--- config.mk ---
export PLATFORM = sky130hd
export DESIGN_NAME = vip_gaussian_filter_5x5_8bit
export DESIGN_NICKNAME = d
export VERILOG_FILES = /design/src/rtl/vip_gauss_pkg.sv /design/src/rtl/vip_gauss5_tap_sum.sv /design/src/rtl/vip_gaussian_filter_5x5_8bit.sv
export SDC_FILE = /design/constraint.sdc
export NUM_CORES = 1
export LEC_CHECK = 0
export CORE_ASPECT_RATIO = 1.5
export CORE_UTILIZATION = 40
export DETAILED_ROUTE_END_ITERATION = 12
export GPL_TIMING_DRIVEN = 0
export HOLD_SLACK_MARGIN = 0.15
export SLEW_MARGIN = 10
export SYNTH_ARGS = -nofsm -noshare
export SYNTH_HDL_FRONTEND = slang
export SYNTH_SLANG_ARGS = --single-unit
--- constraint.sdc ---
create_clock -name clk -period 6.1 [get_ports clk]
set_input_delay 1.22 -clock clk [delete_from_list [all_inputs] [get_ports clk]]
set_output_delay 1.22 -clock clk [all_outputs]
set_load 0.02 [all_outputs]
--- src/rtl/vip_gauss_pkg.sv ---
// Shared constants for the 5x5 binomial Gaussian filter: kernel taps, datapath widths, normalisation.
package vip_gauss_pkg;

    localparam int PIX_W      = 8;
    localparam int TAP_OUTER  = 1;
    localparam int TAP_MID    = 4;
    localparam int TAP_CTR    = 6;
    localparam int ROW_SUM_W  = 12;
    localparam int COL_SUM_W  = 16;
    localparam int NORM_SHIFT = 8;
    localparam int ROUND_BIAS = 128;
    localparam int CNT_W      = 3;
    localparam logic [CNT_W-1:0] BORDER_CNT = 3'd4;

    // Side-band state that travels with each window through the pipeline.
    typedef struct packed {
        logic             vsync;
        logic             href;
        logic             clken;
        logic             complete;
        logic [PIX_W-1:0] p33;
    } side_t;

endpackage

--- src/rtl/vip_gauss5_tap_sum.sv ---
// Registered [1 4 6 4 1] weighted sum of five taps, shifts and adds only.
// Latency 1 cycle, no backpressure (new taps accepted every clock).
module vip_gauss5_tap_sum
    import vip_gauss_pkg::*;
#(
    parameter int IN_W  = 8,
    parameter int OUT_W = 12
) (
    input  logic             clk,
    input  logic             rst,
    input  logic [IN_W-1:0]  tap0,
    input  logic [IN_W-1:0]  tap1,
    input  logic [IN_W-1:0]  tap2,
    input  logic [IN_W-1:0]  tap3,
    input  logic [IN_W-1:0]  tap4,
    output logic [OUT_W-1:0] sum
);

    logic [OUT_W-1:0] t0, t1, t2, t3, t4;
    logic [OUT_W-1:0] sum_nxt;

    assign t0 = OUT_W'(tap0);
    assign t1 = OUT_W'(tap1);
    assign t2 = OUT_W'(tap2);
    assign t3 = OUT_W'(tap3);
    assign t4 = OUT_W'(tap4);

    // Centre weight 6 = 4 + 2.
    assign sum_nxt = t0
                   + (t1 << $clog2(TAP_MID))
                   + (t2 << $clog2(TAP_MID)) + (t2 << $clog2(TAP_CTR - TAP_MID))
                   + (t3 << $clog2(TAP_MID))
                   + t4;

    always_ff @(posedge clk or posedge rst) begin
        if (rst) sum <= '0;
        else     sum <= sum_nxt;
    end

endmodule

--- src/rtl/vip_gaussian_filter_5x5_8bit.sv ---
// 5x5 separable binomial Gaussian smoothing of a streamed luma window, with border handling.
// Latency 3 cycles, no backpressure (accepts one window per clock).
module vip_gaussian_filter_5x5_8bit
    import vip_gauss_pkg::*;
#(
    parameter int BORDER_MODE = 0,
    parameter int ROUND_EN    = 1
) (
    input  logic       clk,
    input  logic       rst,
    input  logic       per_frame_vsync,
    input  logic       per_frame_href,
    input  logic       per_frame_clken,
    input  logic [7:0] matrix_p11, input logic [7:0] matrix_p12, input logic [7:0] matrix_p13,
    input  logic [7:0] matrix_p14, input logic [7:0] matrix_p15,
    input  logic [7:0] matrix_p21, input logic [7:0] matrix_p22, input logic [7:0] matrix_p23,
    input  logic [7:0] matrix_p24, input logic [7:0] matrix_p25,
    input  logic [7:0] matrix_p31, input logic [7:0] matrix_p32, input logic [7:0] matrix_p33,
    input  logic [7:0] matrix_p34, input logic [7:0] matrix_p35,
    input  logic [7:0] matrix_p41, input logic [7:0] matrix_p42, input logic [7:0] matrix_p43,
    input  logic [7:0] matrix_p44, input logic [7:0] matrix_p45,
    input  logic [7:0] matrix_p51, input logic [7:0] matrix_p52, input logic [7:0] matrix_p53,
    input  logic [7:0] matrix_p54, input logic [7:0] matrix_p55,
    output logic       post_frame_vsync,
    output logic       post_frame_href,
    output logic       post_frame_clken,
    output logic [7:0] post_img_y
);

    localparam int NORM_W = COL_SUM_W + 1 - NORM_SHIFT;
    localparam int BIAS   = (ROUND_EN != 0) ? ROUND_BIAS : 0;

    logic [ROW_SUM_W-1:0] r1, r2, r3, r4, r5;
    logic [COL_SUM_W-1:0] col_sum;
    logic [COL_SUM_W:0]   biased;
    logic [NORM_W-1:0]    norm;
    logic [PIX_W-1:0]     y_filt, y_nxt;

    logic [CNT_W-1:0] col_cnt, row_cnt;
    logic             vsync_q, href_q, line_seen, armed;
    logic             vsync_rise, href_fall, complete_in;
    side_t            side_in, side_d1, side_d2;

    vip_gauss5_tap_sum #(.IN_W(PIX_W), .OUT_W(ROW_SUM_W)) u_row1 (
        .clk(clk), .rst(rst), .tap0(matrix_p11), .tap1(matrix_p12), .tap2(matrix_p13),
        .tap3(matrix_p14), .tap4(matrix_p15), .sum(r1));
    vip_gauss5_tap_sum #(.IN_W(PIX_W), .OUT_W(ROW_SUM_W)) u_row2 (
        .clk(clk), .rst(rst), .tap0(matrix_p21), .tap1(matrix_p22), .tap2(matrix_p23),
        .tap3(matrix_p24), .tap4(matrix_p25), .sum(r2));
    vip_gauss5_tap_sum #(.IN_W(PIX_W), .OUT_W(ROW_SUM_W)) u_row3 (
        .clk(clk), .rst(rst), .tap0(matrix_p31), .tap1(matrix_p32), .tap2(matrix_p33),
        .tap3(matrix_p34), .tap4(matrix_p35), .sum(r3));
    vip_gauss5_tap_sum #(.IN_W(PIX_W), .OUT_W(ROW_SUM_W)) u_row4 (
        .clk(clk), .rst(rst), .tap0(matrix_p41), .tap1(matrix_p42), .tap2(matrix_p43),
        .tap3(matrix_p44), .tap4(matrix_p45), .sum(r4));
    vip_gauss5_tap_sum #(.IN_W(PIX_W), .OUT_W(ROW_SUM_W)) u_row5 (
        .clk(clk), .rst(rst), .tap0(matrix_p51), .tap1(matrix_p52), .tap2(matrix_p53),
        .tap3(matrix_p54), .tap4(matrix_p55), .sum(r5));

    vip_gauss5_tap_sum #(.IN_W(ROW_SUM_W), .OUT_W(COL_SUM_W)) u_col (
        .clk(clk), .rst(rst), .tap0(r1), .tap1(r2), .tap2(r3), .tap3(r4), .tap4(r5),
        .sum(col_sum));

    // Normalise by the kernel sum (256); the saturation guards against illegal windows only.
    assign biased = {1'b0, col_sum} + (COL_SUM_W + 1)'(BIAS);
    assign norm   = NORM_W'(biased >> NORM_SHIFT);
    assign y_filt = (norm > NORM_W'(255)) ? 8'hFF : norm[PIX_W-1:0];

    // Window completeness, judged on the incoming stream with pre-increment counts.
    assign vsync_rise  = per_frame_vsync & ~vsync_q;
    assign href_fall   = href_q & ~per_frame_href;
    assign complete_in = armed && (col_cnt >= BORDER_CNT) && (row_cnt >= BORDER_CNT);

    always_ff @(posedge clk or posedge rst) begin
        if (rst) begin
            vsync_q   <= 1'b0;
            href_q    <= 1'b0;
            col_cnt   <= '0;
            row_cnt   <= '0;
            line_seen <= 1'b0;
            armed     <= 1'b0;
        end else begin
            vsync_q <= per_frame_vsync;
            href_q  <= per_frame_href;
            if (!per_frame_href)
                col_cnt <= '0;
            else if (per_frame_clken && col_cnt < BORDER_CNT)
                col_cnt <= col_cnt + 3'd1;
            // A frame start outranks a simultaneous line end.
            if (vsync_rise)
                row_cnt <= '0;
            else if (href_fall && line_seen && row_cnt < BORDER_CNT)
                row_cnt <= row_cnt + 3'd1;
            if (!per_frame_href)
                line_seen <= 1'b0;
            else if (per_frame_clken)
                line_seen <= 1'b1;
            // Output stays in border state after reset until a full frame begins.
            if (vsync_rise)
                armed <= 1'b1;
        end
    end

    assign side_in = '{vsync: per_frame_vsync, href: per_frame_href, clken: per_frame_clken,
                       complete: complete_in, p33: matrix_p33};

    always_comb begin
        y_nxt = '0;
        if (side_d2.href) begin
            if (side_d2.complete)
                y_nxt = y_filt;
            else if (BORDER_MODE != 0)
                y_nxt = side_d2.p33;
        end
    end

    always_ff @(posedge clk or posedge rst) begin
        if (rst) begin
            side_d1          <= '0;
            side_d2          <= '0;
            post_frame_vsync <= 1'b0;
            post_frame_href  <= 1'b0;
            post_frame_clken <= 1'b0;
            post_img_y       <= '0;
        end else begin
            side_d1          <= side_in;
            side_d2          <= side_d1;
            post_frame_vsync <= side_d2.vsync;
            post_frame_href  <= side_d2.href;
            post_frame_clken <= side_d2.clken;
            post_img_y       <= y_nxt;
        end
    end

endmodule

# Word-level counts from Yosys, hierarchy flattened
# Cells that the tools add are included.
dict set report classes {
  order_cmp 5
  shifts 0
  mux 9
  multipliers 0
  add_sub_neg 33
  div 0
  n_eq_ne 2
  reduce_logical 6
  bitwise_logic 4
}
# op n
set op_table {}
lappend op_table {{adder 12 x 10 -> 12 bit} 10}
lappend op_table {{adder 12 x 8 -> 12 bit} 5}
lappend op_table {{adder 12 x 9 -> 12 bit} 5}
lappend op_table {{adder 8 x 10 -> 11 bit} 5}
lappend op_table {{adder 16 x 14 -> 16 bit} 2}
lappend op_table {{two-way mux 8 bit} 3}
lappend op_table {{adder 16 x 8 -> 17 bit, second input constant} 1}
lappend op_table {{adder 16 x 12 -> 16 bit} 1}
lappend op_table {{adder 16 x 13 -> 16 bit} 1}
lappend op_table {{adder 12 x 14 -> 15 bit} 1}
lappend op_table {{two-way mux 3 bit} 4}
lappend op_table {{> comparator 9 x 8 -> 1 bit, second input constant} 1}
lappend op_table {{adder 3 x 1 -> 3 bit, second input constant} 2}
lappend op_table {{greater-or-equal comparator 3 bit, second input constant} 2}
lappend op_table {{less-than comparator 3 bit, second input constant} 2}
lappend op_table {{logical AND 1 bit} 5}
lappend op_table {{inequality test 2 x 1 -> 1 bit, second input constant} 2}
lappend op_table {{bitwise AND 1 bit} 2}
lappend op_table {{two-way mux 1 bit} 2}
lappend op_table {{NOT 1 bit} 2}
lappend op_table {{nonzero test 2 bit} 1}
dict set report word_totals {
  mem_bits_ro 0
  input_bits 205
  ram_bits 0
  mem_count 0
  reg_bits 103
  latchBits 0
  output_inout_bits 11
}

# Longest topological paths before layout
# Gate-level depths: netlist of the first run.
dict set report depth {
  depth_word 6
  ltp_mapped 21
  ltp_nobuf 21
}

# Modules after synthesis
# From an unflattened synthesis of the first run, not the netlist that was laid out.
dict set report hier_totals {
  cells_unflattened 1203
  area_unflattened_um2 11782.6
}
# mod cells_each area_each_um2 seq_area_each_um2 instances
set by_module_without_submodules {}
lappend by_module_without_submodules {{vip_gauss5_tap_sum (u_row1 ...)} 172 1647.8 300.3 2}
lappend by_module_without_submodules {{vip_gauss5_tap_sum (u_row4 ...)} 162 1615.3 300.3 2}
lappend by_module_without_submodules {{vip_gauss5_tap_sum (u_col)} 291 2585.0 400.4 1}
lappend by_module_without_submodules {{vip_gauss5_tap_sum (u_row3)} 162 1620.3 300.3 1}
lappend by_module_without_submodules {vip_gaussian_filter_5x5_8bit 82 1051.0 675.6 1}

# Worst setup path after synthesis of the first run
# No wires, ideal clock.
dict set report synth_path {
  path_kind {input -> register}
  startpoint {in matrix_p21[2]}
  endpoint {reg u_row2.sum[10]}
  stages 16
  t_arrival_ns 4.946
  n_path_buf 0
  setup_slack_ns 1.074
  required_time_ns 6.020
  setup_ns 0.080
  cell_sequence {ha_1 > fa_1 > a21o_1 > a21oi_1 > xnor2_1 > fa_1 > fa_1 > inv_1 > fa_1 > inv_1 > ha_1 > nand2_1 > o21ai_1 > or4_1 > o311ai_1 > xnor2_1}
}
dict set report synth_between {
  elab_chain_cells 5
}
# element line
set synth_rtl {}
lappend synth_rtl {{start, declared} vip_gaussian_filter_5x5_8bit.sv:16} ;# input logic [7:0] matrix_p21, input logic [7:0] matrix_p22, input logic [7:0] matrix_p23,
lappend synth_rtl {{adder 8 x 10 -> 11 bit} vip_gauss5_tap_sum.sv:30} ;# + (t1 << $clog2(TAP_MID))
lappend synth_rtl {{adder 12 x 10 -> 12 bit} vip_gauss5_tap_sum.sv:31} ;# + (t2 << $clog2(TAP_MID)) + (t2 << $clog2(TAP_CTR - TAP_MID))
lappend synth_rtl {{adder 12 x 9 -> 12 bit} vip_gauss5_tap_sum.sv:31}
lappend synth_rtl {{adder 12 x 10 -> 12 bit} vip_gauss5_tap_sum.sv:32} ;# + (t3 << $clog2(TAP_MID))
lappend synth_rtl {{adder 12 x 8 -> 12 bit} vip_gauss5_tap_sum.sv:33} ;# + t4;
lappend synth_rtl {{net u_row2.sum_nxt[10]} vip_gauss5_tap_sum.sv:20} ;# logic [OUT_W-1:0] sum_nxt;
lappend synth_rtl {{end signal, assigned} vip_gauss5_tap_sum.sv:37} ;# else sum <= sum_nxt;
lappend synth_rtl {{end, declared} vip_gauss5_tap_sum.sv:16} ;# output logic [OUT_W-1:0] sum
# The timed path passes the listed nets, and every way through them passes these cells.
# A chain may end at the register's enable or synchronous reset.

# Final worst setup path of the first run
dict set report layout_path {
  startpoint {in matrix_p21[3]}
  endpoint {reg u_row2.sum[10]}
}
# Same word-level chain as after synthesis.

==> results of run 1 <==
-- layout make-up --
| type | instances | area, µm² |
|---|---|---|
| Clock inverter | 5 | 62.6 |
| Timing Repair Buffer | 216 | 2180 |
| Fill cell | 2391 | 12400 |
| Multi-Input combinational cell | 667 | 7200 |
| Tap cell | 333 | 417 |
| Clock buffer | 11 | 253 |
| Inverter | 255 | 960 |
| Sequential cell | 96 | 2400 |
| Buffer | 2 | 7.51 |
-- kinds of logic (layout without fill, tap and decap cells) --
| group | count (synthesis) | in the layout | synth area share [%] |
|---|---|---|---|
| buffers and inverters | 257 | 489 | 9.13 |
| XOR/XNOR | 78 | 78 | 6.46 |
| AO/OA/AOI/OAI | 138 | 138 | 8.58 |
| AND/OR/NAND/NOR | 165 | 165 | 7.94 |
| multiplexers | 3 | 3 | 0.284 |
| flip-flops | 96 | 96 | 22.7 |
| adder cells (fa/ha/maj) | 283 | 283 | 44.9 |
-- worst paths after layout --
kind | to | depth (start not counted)
min in group asynchronous | post_frame_vsync$_DFF_PP0_ | 2
setup reg to reg | u_col.sum[15]$_DFF_PP0_ | 20
setup / recovery | u_row2.sum[10]$_DFF_PP0_ | 19
hold reg to reg | side_d2[9]$_DFF_PP0_ | 0
hold / removal | side_d2[9]$_DFF_PP0_ | 0
max in group asynchronous | u_row1.sum[5]$_DFF_PP0_ | 3
-- through the flow --
| stage | instance area (µm²) | setup WS [ns] |
|---|---|---|
| floorplan | 10600 | 1.07 |
| global placement | 13100 | 0.366 |
| detailed placement | 13200 | 0.354 |
| CTS | 13500 | 0.701 |
| global route | 13500 | 0.437 |
| finish | 13500 | 0.734 |
-- state kept, by name (all words and copies together) (netlist names) --
register / flops
u_col.sum: 9
col_cnt: 3
side_d2: 4
post_frame_href: 1
row_cnt: 3
line_seen: 1
u_row2.sum: 12
armed: 1
post_frame_vsync: 1
u_row3.sum: 12
u_row4.sum: 12
u_row5.sum: 12
side_d1: 4
u_row1.sum: 12
post_img_y: 8
post_frame_clken: 1
-- cells in the final DEF, fill, tap and decap left out, types with 4 or more instances in the layout --
master | netlist | final
dfrtp_1 | 96 | 96
nor2_1 | 49 | 49
o21ai_1 | 15 | 15
nor2b_1 | 26 | 26
nand2_1 | 29 | 29
clkdlybuf4s50_1 | 0 | 215
xnor2_1 | 60 | 60
inv_1 | 255 | 254
o21ai_0 | 5 | 5
a21oi_1 | 46 | 46
nand3_1 | 10 | 10
nand2b_1 | 5 | 5
a21o_1 | 24 | 24
a21boi_1 | 5 | 5
ha_1 | 123 | 123
or2_2 | 4 | 4
xor2_1 | 18 | 18
a211oi_1 | 4 | 4
and3_1 | 6 | 6
o21a_1 | 12 | 12
clkbuf_16 | 0 | 9
nor3_1 | 14 | 14
fa_1 | 160 | 160
o311ai_1 | 4 | 4
o21bai_1 | 4 | 4
-- critical path: cells and delay by family --
kind                     cells  cell delay [ns]
adder cells (fa/ha/maj)      5             2.09
AO/OA/AOI/OAI                5             0.77
buffers and inverters        3             0.54
AND/OR/NAND/NOR              4             0.68
XOR/XNOR                     2             0.31
-- layer usage --
metal | wire, µm | vias up | track usage [%]
li1 | - | 3656 | -
met1 | 6840 | 3550 | 15.4
met2 | 12000 | 120 | 33.4
met3 | 585 | 24 | 2.50
met4 | 497 | 0 | 4.74
met5 | 0 | - | 0
==> impl_metrics.json, run 1 <==
{
  "synth-edff-count": 0,
  "wl_per_cell_um": 12.6,
  "reg2reg_from": "u_row2.sum[0]$_DFF_PP0_",
  "slowest_delay_ns": 0.51,
  "ys_seq_area_share_pct": 22.7,
  "min_path_type": "reg -> reg",
  "hpwl_mm": 18.4,
  "drt_iter0_drc": 174,
  "hold_buffers": 0,
  "yosys-top-cells-area": "fa_1 30%, dfrtp_1 23%, ha_1 15%",
  "cts_root_buf": "clkbuf_16",
  "skew_ns": 0.00850,
  "grt_max_degree": 53,
  "cts_setup_buffers": 0,
  "drv_cap": 0,
  "post-route-util_pct": 52.1,
  "critPathArrivalTime_ns": 5.63,
  "port_buffers": 215,
  "area_growth_pct": 27.6,
  "grt_overflow_total": 0,
  "fin_nets": 1735,
  "max_slew.worst_pin.slew_ns": 0.643,
  "hold_viol_final": 0,
  "setup-tns-final_ns": 0,
  "num_antenna_cells": 0,
  "grt_antenna_before_repair": 0,
  "final_antenna_net_count": 0,
  "cts_max_level": 3,
  "path_max_fanout": 4,
  "gp_congestion": 0.813,
  "die_x_um": 135,
  "grt_pass1_wl_mm": 34.4,
  "cts.sinks": 96,
  "grt_pass1_vias": 7965,
  "routed_wl_mm": 19.9,
  "dp.cells": 1569,
  "synth.distinct_cells": 51,
  "hp-start": "side_d1[9]$_DFF_PP0_",
  "start_util_pct": 40.9,
  "ios": 216,
  "drc": 0,
  "fp-row-count": 72,
  "gr-usage-all-layers_pct": 16.0,
  "coreArea_um2": 25900,
  "rsz0062_at_grt": "false",
  "rrSetupSlack_ns": 1.01,
  "clk_pin_slew_ns": 0.06,
  "worstSetupPathType": "in -> reg",
  "die-area_um2": 27100,
  "worstPathCellList": "clkdlybuf4s50_1 > ha_1 > a21o_1 > a21oi_1 > nor2b_1 > o21a_1 > nor2_1 > xnor2_1 > fa_1 > fa_1 > inv_1 > fa_1 > inv_1 > ha_1 > nand2_1 > o21ai_1 > or4_1 > o311ai_1 > xnor2_1",
  "synth_area_um2": 10600,
  "synth_top_area_share_pct": 30.3,
  "worstPathRequired_ns": 6.36,
  "period_minus_slack_ns": 5.37,
  "cts_resized": 0,
  "synth_nets": 1508,
  "crit_slowest_cell": "fa_1",
  "async_reset_ff_share_pct": 100,
  "ys_ff_latch": 96,
  "fmax_mhz": 186,
  "cts_tree": "done",
  "whs_ns": 0.350,
  "viasPerCell": 4.64,
  "clock_path_buffers": 2,
  "dieHeight_um": 201,
  "num_vias": 7350,
  "worstSetupStartpointType": "primary input",
  "clock_latency_ns": 0.34,
  "ys_warn_count": 0,
  "setup_viol": 0,
  "dr.pass1.iters": 4,
  "critPathLaunch": "matrix_p21[3]",
  "synth_common_cells": "255 x inv_1, 160 x fa_1, 123 x ha_1",
  "syn_inst": 1020,
  "ys.flop_type": "dfrtp_1",
  "post-synth-top-area-cell": "fa_1",
  "avgSynthCellArea_um2": 10.4,
  "relSlewSlack_pct": 57.2,
  "drv_slew": 0,
  "layout.cells.non_filler": 1585,
  "outcome": "finished, final reports clean",
  "end_kind": "flop",
  "finalCritPeriodShare_pct": 88.0,
  "synth_most_common_cell": "inv_1",
  "crit_path_frequent_cell": "fa_1",
  "numCtsBuffers": 9,
  "drive_gt1_share_pct": 2.16
}
Power of run 1 is not shown: default switching activity piles up to over one toggle a cycle in this logic, so the estimate is an artifact.
==> inputs of run 2 (changes only) <==
--- a/config.mk
+++ b/config.mk
@@ -6,9 +6,11 @@
 export NUM_CORES = 1
 export LEC_CHECK = 0
 export CORE_ASPECT_RATIO = 1.5
+export CORE_MARGIN = 5
 export CORE_UTILIZATION = 40
+export CTS_CLUSTER_DIAMETER = 50
 export DETAILED_ROUTE_END_ITERATION = 12
-export GPL_TIMING_DRIVEN = 0
+export GPL_TIMING_DRIVEN = 1
 export HOLD_SLACK_MARGIN = 0.15
 export SLEW_MARGIN = 10
 export SYNTH_ARGS = -nofsm -noshare
==> run 2 against run 1 <==
Compared with the run above:
- global-route usage fell by 0.78 points
- clock skew fell by 0.00078 ns
- worst setup slack barely moved
- first-iteration DRC count fell by 8.6%
- highest routed layer unchanged
- flip-flop and latch count did not move
- routed wire length rose by 7.3%
- worst hold slack got worse by 0.0018 ns
- final cell count rose by 0.13%
- die area rose by 10%
==> impl_metrics.json, run 2 (synthesis results as in run 1) <==
{
  "final_cell_mix": "254 x inv_1, 215 x clkdlybuf4s50_1, 160 x fa_1",
  "coreArea_um2": 26300,
  "viasPerCell": 4.64,
  "end_kind": "flop",
  "slowest_delay_ns": 0.51,
  "layout_commonest_cell": "inv_1",
  "worstSetupStartpointType": "primary input",
  "crit_family": "adder cells",
  "period_minus_slack_ns": 5.37,
  "whs_ns": 0.348,
  "start_util_pct": 40.2,
  "cts_resized": 0,
  "regToRegEndpoint": "u_col.sum[15]$_DFF_PP0_",
  "met2_usage_pct": 31.3,
  "area_growth_pct": 27.3,
  "routed_wl_mm": 21.4,
  "die-area_um2": 29800,
  "min_path_type": "reg -> reg",
  "worstPathCellList": "clkdlybuf4s50_1 > ha_1 > a21o_1 > a21oi_1 > nor2b_1 > o21a_1 > nor2_1 > xnor2_1 > fa_1 > fa_1 > inv_1 > fa_1 > inv_1 > ha_1 > nand2_1 > o21ai_1 > or4_1 > o311ai_1 > xnor2_1",
  "drv_cap": 0,
  "cts_tree": "done",
  "path_max_fanout": 4,
  "cts_root_buf": "clkbuf_16",
  "rrSetupSlack_ns": 1.01,
  "die_x_um": 143,
  "hold_depth": 0,
  "drc": 0,
  "final_antenna_net_count": 0,
  "grt_overflow_total": 0,
  "holdPathEnd": "side_d2[8]$_DFF_PP0_",
  "cts.sinks": 96,
  "crit_slowest_cell": "fa_1",
  "critPathArrivalTime_ns": 5.63,
  "numCtsBuffers": 9,
  "ios": 216,
  "clock_latency_ns": 0.35,
  "max_slew.worst_pin.slew_ns": 0.789,
  "setup-tns-final_ns": 0,
  "num_vias": 7368,
  "gr-usage-all-layers_pct": 15.3,
  "dr.pass1.iters": 4,
  "hpwl_mm": 19.6,
  "hold_viol_final": 0,
  "wl_per_cell_um": 13.5,
  "rsz0062_at_grt": "false",
  "grt_pass1_wl_mm": 36.5,
  "grt_use_met1_pct": 15.1,
  "outcome": "finished, final reports clean",
  "reg2reg_from": "u_row2.sum[0]$_DFF_PP0_",
  "grt_max_degree": 66,
  "setup_viol": 0,
  "worstPathRequired_ns": 6.36,
  "post-route-util_pct": 51.2,
  "skew_ns": 0.00772,
  "cts_setup_buffers": 0,
  "finalCritPeriodShare_pct": 88.0,
  "busiest_layer": "met2",
  "drt_iter0_drc": 159,
  "fin_nets": 1733,
  "worstSetupPathType": "in -> reg",
  "cts_max_level": 3,
  "fmax_mhz": 186,
  "clock_path_buffers": 2,
  "use_met3_pct": 2.70,
  "dieHeight_um": 209,
  "drive_gt1_share_pct": 2.00,
  "reg2reg_depth": 20,
  "critPathBufInv": 3,
  "relSlewSlack_pct": 47.4,
  "hp-start": "side_d1[8]$_DFF_PP0_",
  "clk_pin_slew_ns": 0.06,
  "gp_congestion": 0.830,
  "hold_buffers": 0,
  "grt_antenna_before_repair": 1,
  "drv_slew": 0,
  "fp-row-count": 73,
  "grt_pass1_vias": 8053,
  "port_buffers": 215,
  "crit_path_frequent_cell": "fa_1"
}
-- run 2: cell count changes in the layout (fill, tap and decap cells not counted), sizes merged --
cell      change
bufinv        +1
clkinvlp      -1
diode         +1
clkbuf        -3
-- run 2: how the worst max path moves through the flow --
stage	startpoint	endpoint	slack [ns]	depth (start not counted)
5_1_grt	matrix_p21[3]	u_row2.sum[10]$_DFF_PP0_	0.51	19
3_5_place_dp	matrix_p21[3]	u_row2.sum[10]$_DFF_PP0_	0.37	19
2_1_floorplan	matrix_p21[2]	u_row2.sum[10]$_DFF_PP0_	1.07	16
3_3_place_gp	matrix_p21[3]	u_row2.sum[10]$_DFF_PP0_	0.42	19
6_report	matrix_p21[3]	u_row2.sum[10]$_DFF_PP0_	0.73	19
4_1_cts	matrix_p21[3]	u_row2.sum[10]$_DFF_PP0_	0.72	19
-- run 2: area by class of cell --
cell class	count	area, µm²
fill	2444	12800
multi-input combinational	667	7200
sequential	96	2400
timing repair buffer	216	2160
inverter	255	960
tap	337	422
clock buffer	10	229
clock inverter	5	81.3
antenna	1	2.50
-- run 2: per-stage QoR --
step | area [µm²] | cells | setup WS, ns
2_1_floorplan | 10600 | 1020 | 1.07
3_3_place_gp | 13100 | 1571 | 0.422
3_5_place_dp | 13100 | 1571 | 0.365
4_1_cts | 13500 | 1586 | 0.718
5_1_grt | 13500 | 1587 | 0.507
6_report | 13500 | 1587 | 0.734
-- run 2: routing by layer --
metal | vias to the layer above | share of wire, %
li1 | 3647 | -
met1 | 3583 | 32
met2 | 115 | 62
met3 | 23 | 4.2
met4 | 0 | 1.7
met5 | - | 0
-- run 2: worst reg2reg max path, delay by kind of cell (launching register included) --
kind	cells	cell delay [ns]
buffers and inverters	3	0.15
AND/OR/NAND/NOR	2	0.36
adder cells (fa/ha/maj)	6	2.38
flip-flops	1	0.33
AO/OA/AOI/OAI	7	1.37
XOR/XNOR	2	0.40
Power of run 2 is left out for the same reason.
==> inputs of run 3 (changes only) <==
--- a/config.mk
+++ b/config.mk
@@ -9,10 +9,12 @@
 export CORE_MARGIN = 5
 export CORE_UTILIZATION = 40
 export CTS_CLUSTER_DIAMETER = 50
+export CTS_CLUSTER_SIZE = 12
 export DETAILED_ROUTE_END_ITERATION = 12
 export GPL_TIMING_DRIVEN = 1
 export HOLD_SLACK_MARGIN = 0.15
 export SLEW_MARGIN = 10
 export SYNTH_ARGS = -nofsm -noshare
 export SYNTH_HDL_FRONTEND = slang
+export SYNTH_HIERARCHICAL = 1
 export SYNTH_SLANG_ARGS = --single-unit
==> run 3 against run 2 <==
Compared with the run above:
- critical path depth is 4 lower
- sequential share of layout area fell by 1.3 points
- routed wire length rose by 9.3%
- die area rose by 9.0%
- non-clock buffer count down 1
- first-iteration DRC count is 16% higher
==> impl_metrics.json, run 3 <==
{
  "outcome": "finished, final reports clean",
  "avgSynthCellArea_um2": 9.72,
  "cts_root_buf": "clkbuf_16",
  "clock_path_buffers": 2,
  "cts_setup_buffers": 0,
  "worstSetupPathType": "in -> reg",
  "hold_buffers": 0,
  "hold_depth": 0,
  "drv_slew": 0,
  "layout_commonest_cell": "inv_1",
  "dp_slack_ns": 1.05,
  "drive_gt1_share_pct": 3.88,
  "area_growth_pct": 25.2,
  "max_slew.worst_pin.slew_ns": 0.949,
  "viasPerCell": 4.58,
  "worstSetupStartpointType": "primary input",
  "drv_cap": 0,
  "fmax_mhz": 214,
  "wl_per_cell_um": 12.9,
  "drc": 0,
  "path_max_fanout": 4,
  "grt_max_degree": 28,
  "min_path_type": "reg -> reg",
  "setup-tns-final_ns": 0,
  "cts.sinks": 96,
  "gp_congestion": 0.858,
  "critPathArrivalTime_ns": 4.91,
  "setup_ws_ns": 1.42,
  "setup_viol": 0,
  "hpwl_mm": 21.5,
  "finalCritPeriodShare_pct": 76.7,
  "nFillCells": 2699,
  "start_util_pct": 40.5,
  "num_vias": 8292,
  "clk_pin_slew_ns": 0.07,
  "worstPathRequired_ns": 6.33,
  "gr-usage-all-layers_pct": 15.2,
  "final_antenna_net_count": 0,
  "routed_wl_mm": 23.4,
  "ys_warn_count": 6,
  "coreArea_um2": 28600,
  "syn_inst": 1192,
  "grt_pass1_vias": 9059,
  "final_cell_mix": "367 x inv_1, 215 x clkdlybuf4s50_1, 162 x fa_1",
  "rsz0062_at_grt": "false",
  "cts_max_level": 3,
  "fin_nets": 1906,
  "reg2reg_depth": 15,
  "fp-row-count": 76,
  "cts_resized": 0,
  "numCtsBuffers": 9,
  "grt_overflow_total": 0,
  "relSlewSlack_pct": 36.7,
  "hold_viol_final": 0,
  "cts_tree": "done",
  "synth_nets": 1684,
  "end_kind": "flop",
  "die-area_um2": 32500,
  "dieHeight_um": 218,
  "port_buffers": 215,
  "grt_antenna_before_repair": 0,
  "synth_area_um2": 11600,
  "ios": 216,
  "die_x_um": 149,
  "skew_ns": 0.00939,
  "grt_pass1_wl_mm": 40.6,
  "clock_latency_ns": 0.35,
  "num_antenna_cells": 0,
  "drt_iter0_drc": 184,
  "dr.pass1.iters": 6,
  "period_minus_slack_ns": 4.68
}
==> run 3: changes by cell type in the layout (fill, tap and decap cells not counted), moves of 13 or more <==
| cell | before | now |
|---|---|---|
| inv_1 | 254 | 367 |
| o21ai_1 | 15 | 1 |
| xor2_1 | 18 | 31 |
| o21ai_0 | 5 | 28 |
| nor2_1 | 49 | 35 |
| a21oi_1 | 46 | 60 |
| xnor2_1 | 60 | 46 |
| nor2b_1 | 26 | 13 |
==> run 3: worst paths after layout <==
path | slack (ns) | startpoint | endpoint
worst max register to register | 1.85 | u_row2/sum[0]$_DFF_PP0_ | u_col/sum[14]$_DFF_PP0_
max in group asynchronous | 3.75 | rst | side_d1[9]$_DFF_PP0_
worst min-delay path | 0.35 | side_d2[9]$_DFF_PP0_ | post_frame_clken$_DFF_PP0_
worst min register to register | 0.35 | side_d2[9]$_DFF_PP0_ | post_frame_clken$_DFF_PP0_
min in group asynchronous | 1.50 | rst | u_col/sum[10]$_DFF_PP0_
worst max-delay path | 1.42 | matrix_p51[2] | u_row5/sum[10]$_DFF_PP0_
==> run 3: layout make-up <==
cell class | instances | area (µm²) | share of cell area [%]
repair buffers | 215 | 2150 | 14.8
well taps | 390 | 488 | 3.36
clock inverters | 7 | 78.8 | 0.543
flip-flops and latches | 96 | 2400 | 16.6
multi-input cells | 725 | 7780 | 53.6
inverters | 367 | 1380 | 9.50
clock buffers | 9 | 225 | 1.55
==> run 3: stage by stage <==
step / hold WS (ns) / area, µm² / util [%] / instances
6_report: 0.352 / 14500 / 50.7 / 1809
5_1_grt: 0.368 / 14500 / 50.7 / 1809
4_1_cts: 0.355 / 14500 / 50.7 / 1809
3_5_place_dp: 0.339 / 14200 / 49.6 / 1793
3_3_place_gp: 0.332 / 14200 / 49.6 / 1793
2_1_floorplan: 0.331 / 11600 / - / 1192
==> run 3: critical path, cell delays in order <==
cell             delay, ns
clkdlybuf4s50_1       0.41
ha_1                  0.27
fa_1                  0.44
a211oi_1              0.28
o21bai_1              0.11
a21oi_1               0.22
xor2_1                0.21
fa_1                  0.43
inv_1                 0.06
ha_1                  0.22
ha_1                  0.35
a21oi_1               0.27
nand2_1               0.08
a221oi_1              0.25
nand2_1               0.09
==> run 3: layer usage <==
| metal | GRT usage (%) | up-vias | wire, µm |
|---|---|---|---|
| li1 | - | 4162 | - |
| met1 | 17.2 | 3965 | 8870 |
| met2 | 29.8 | 134 | 13300 |
| met3 | 1.97 | 31 | 739 |
| met4 | 3.69 | 0 | 513 |
| met5 | 0 | - | 0 |
Power of run 3 is left out for the same reason.
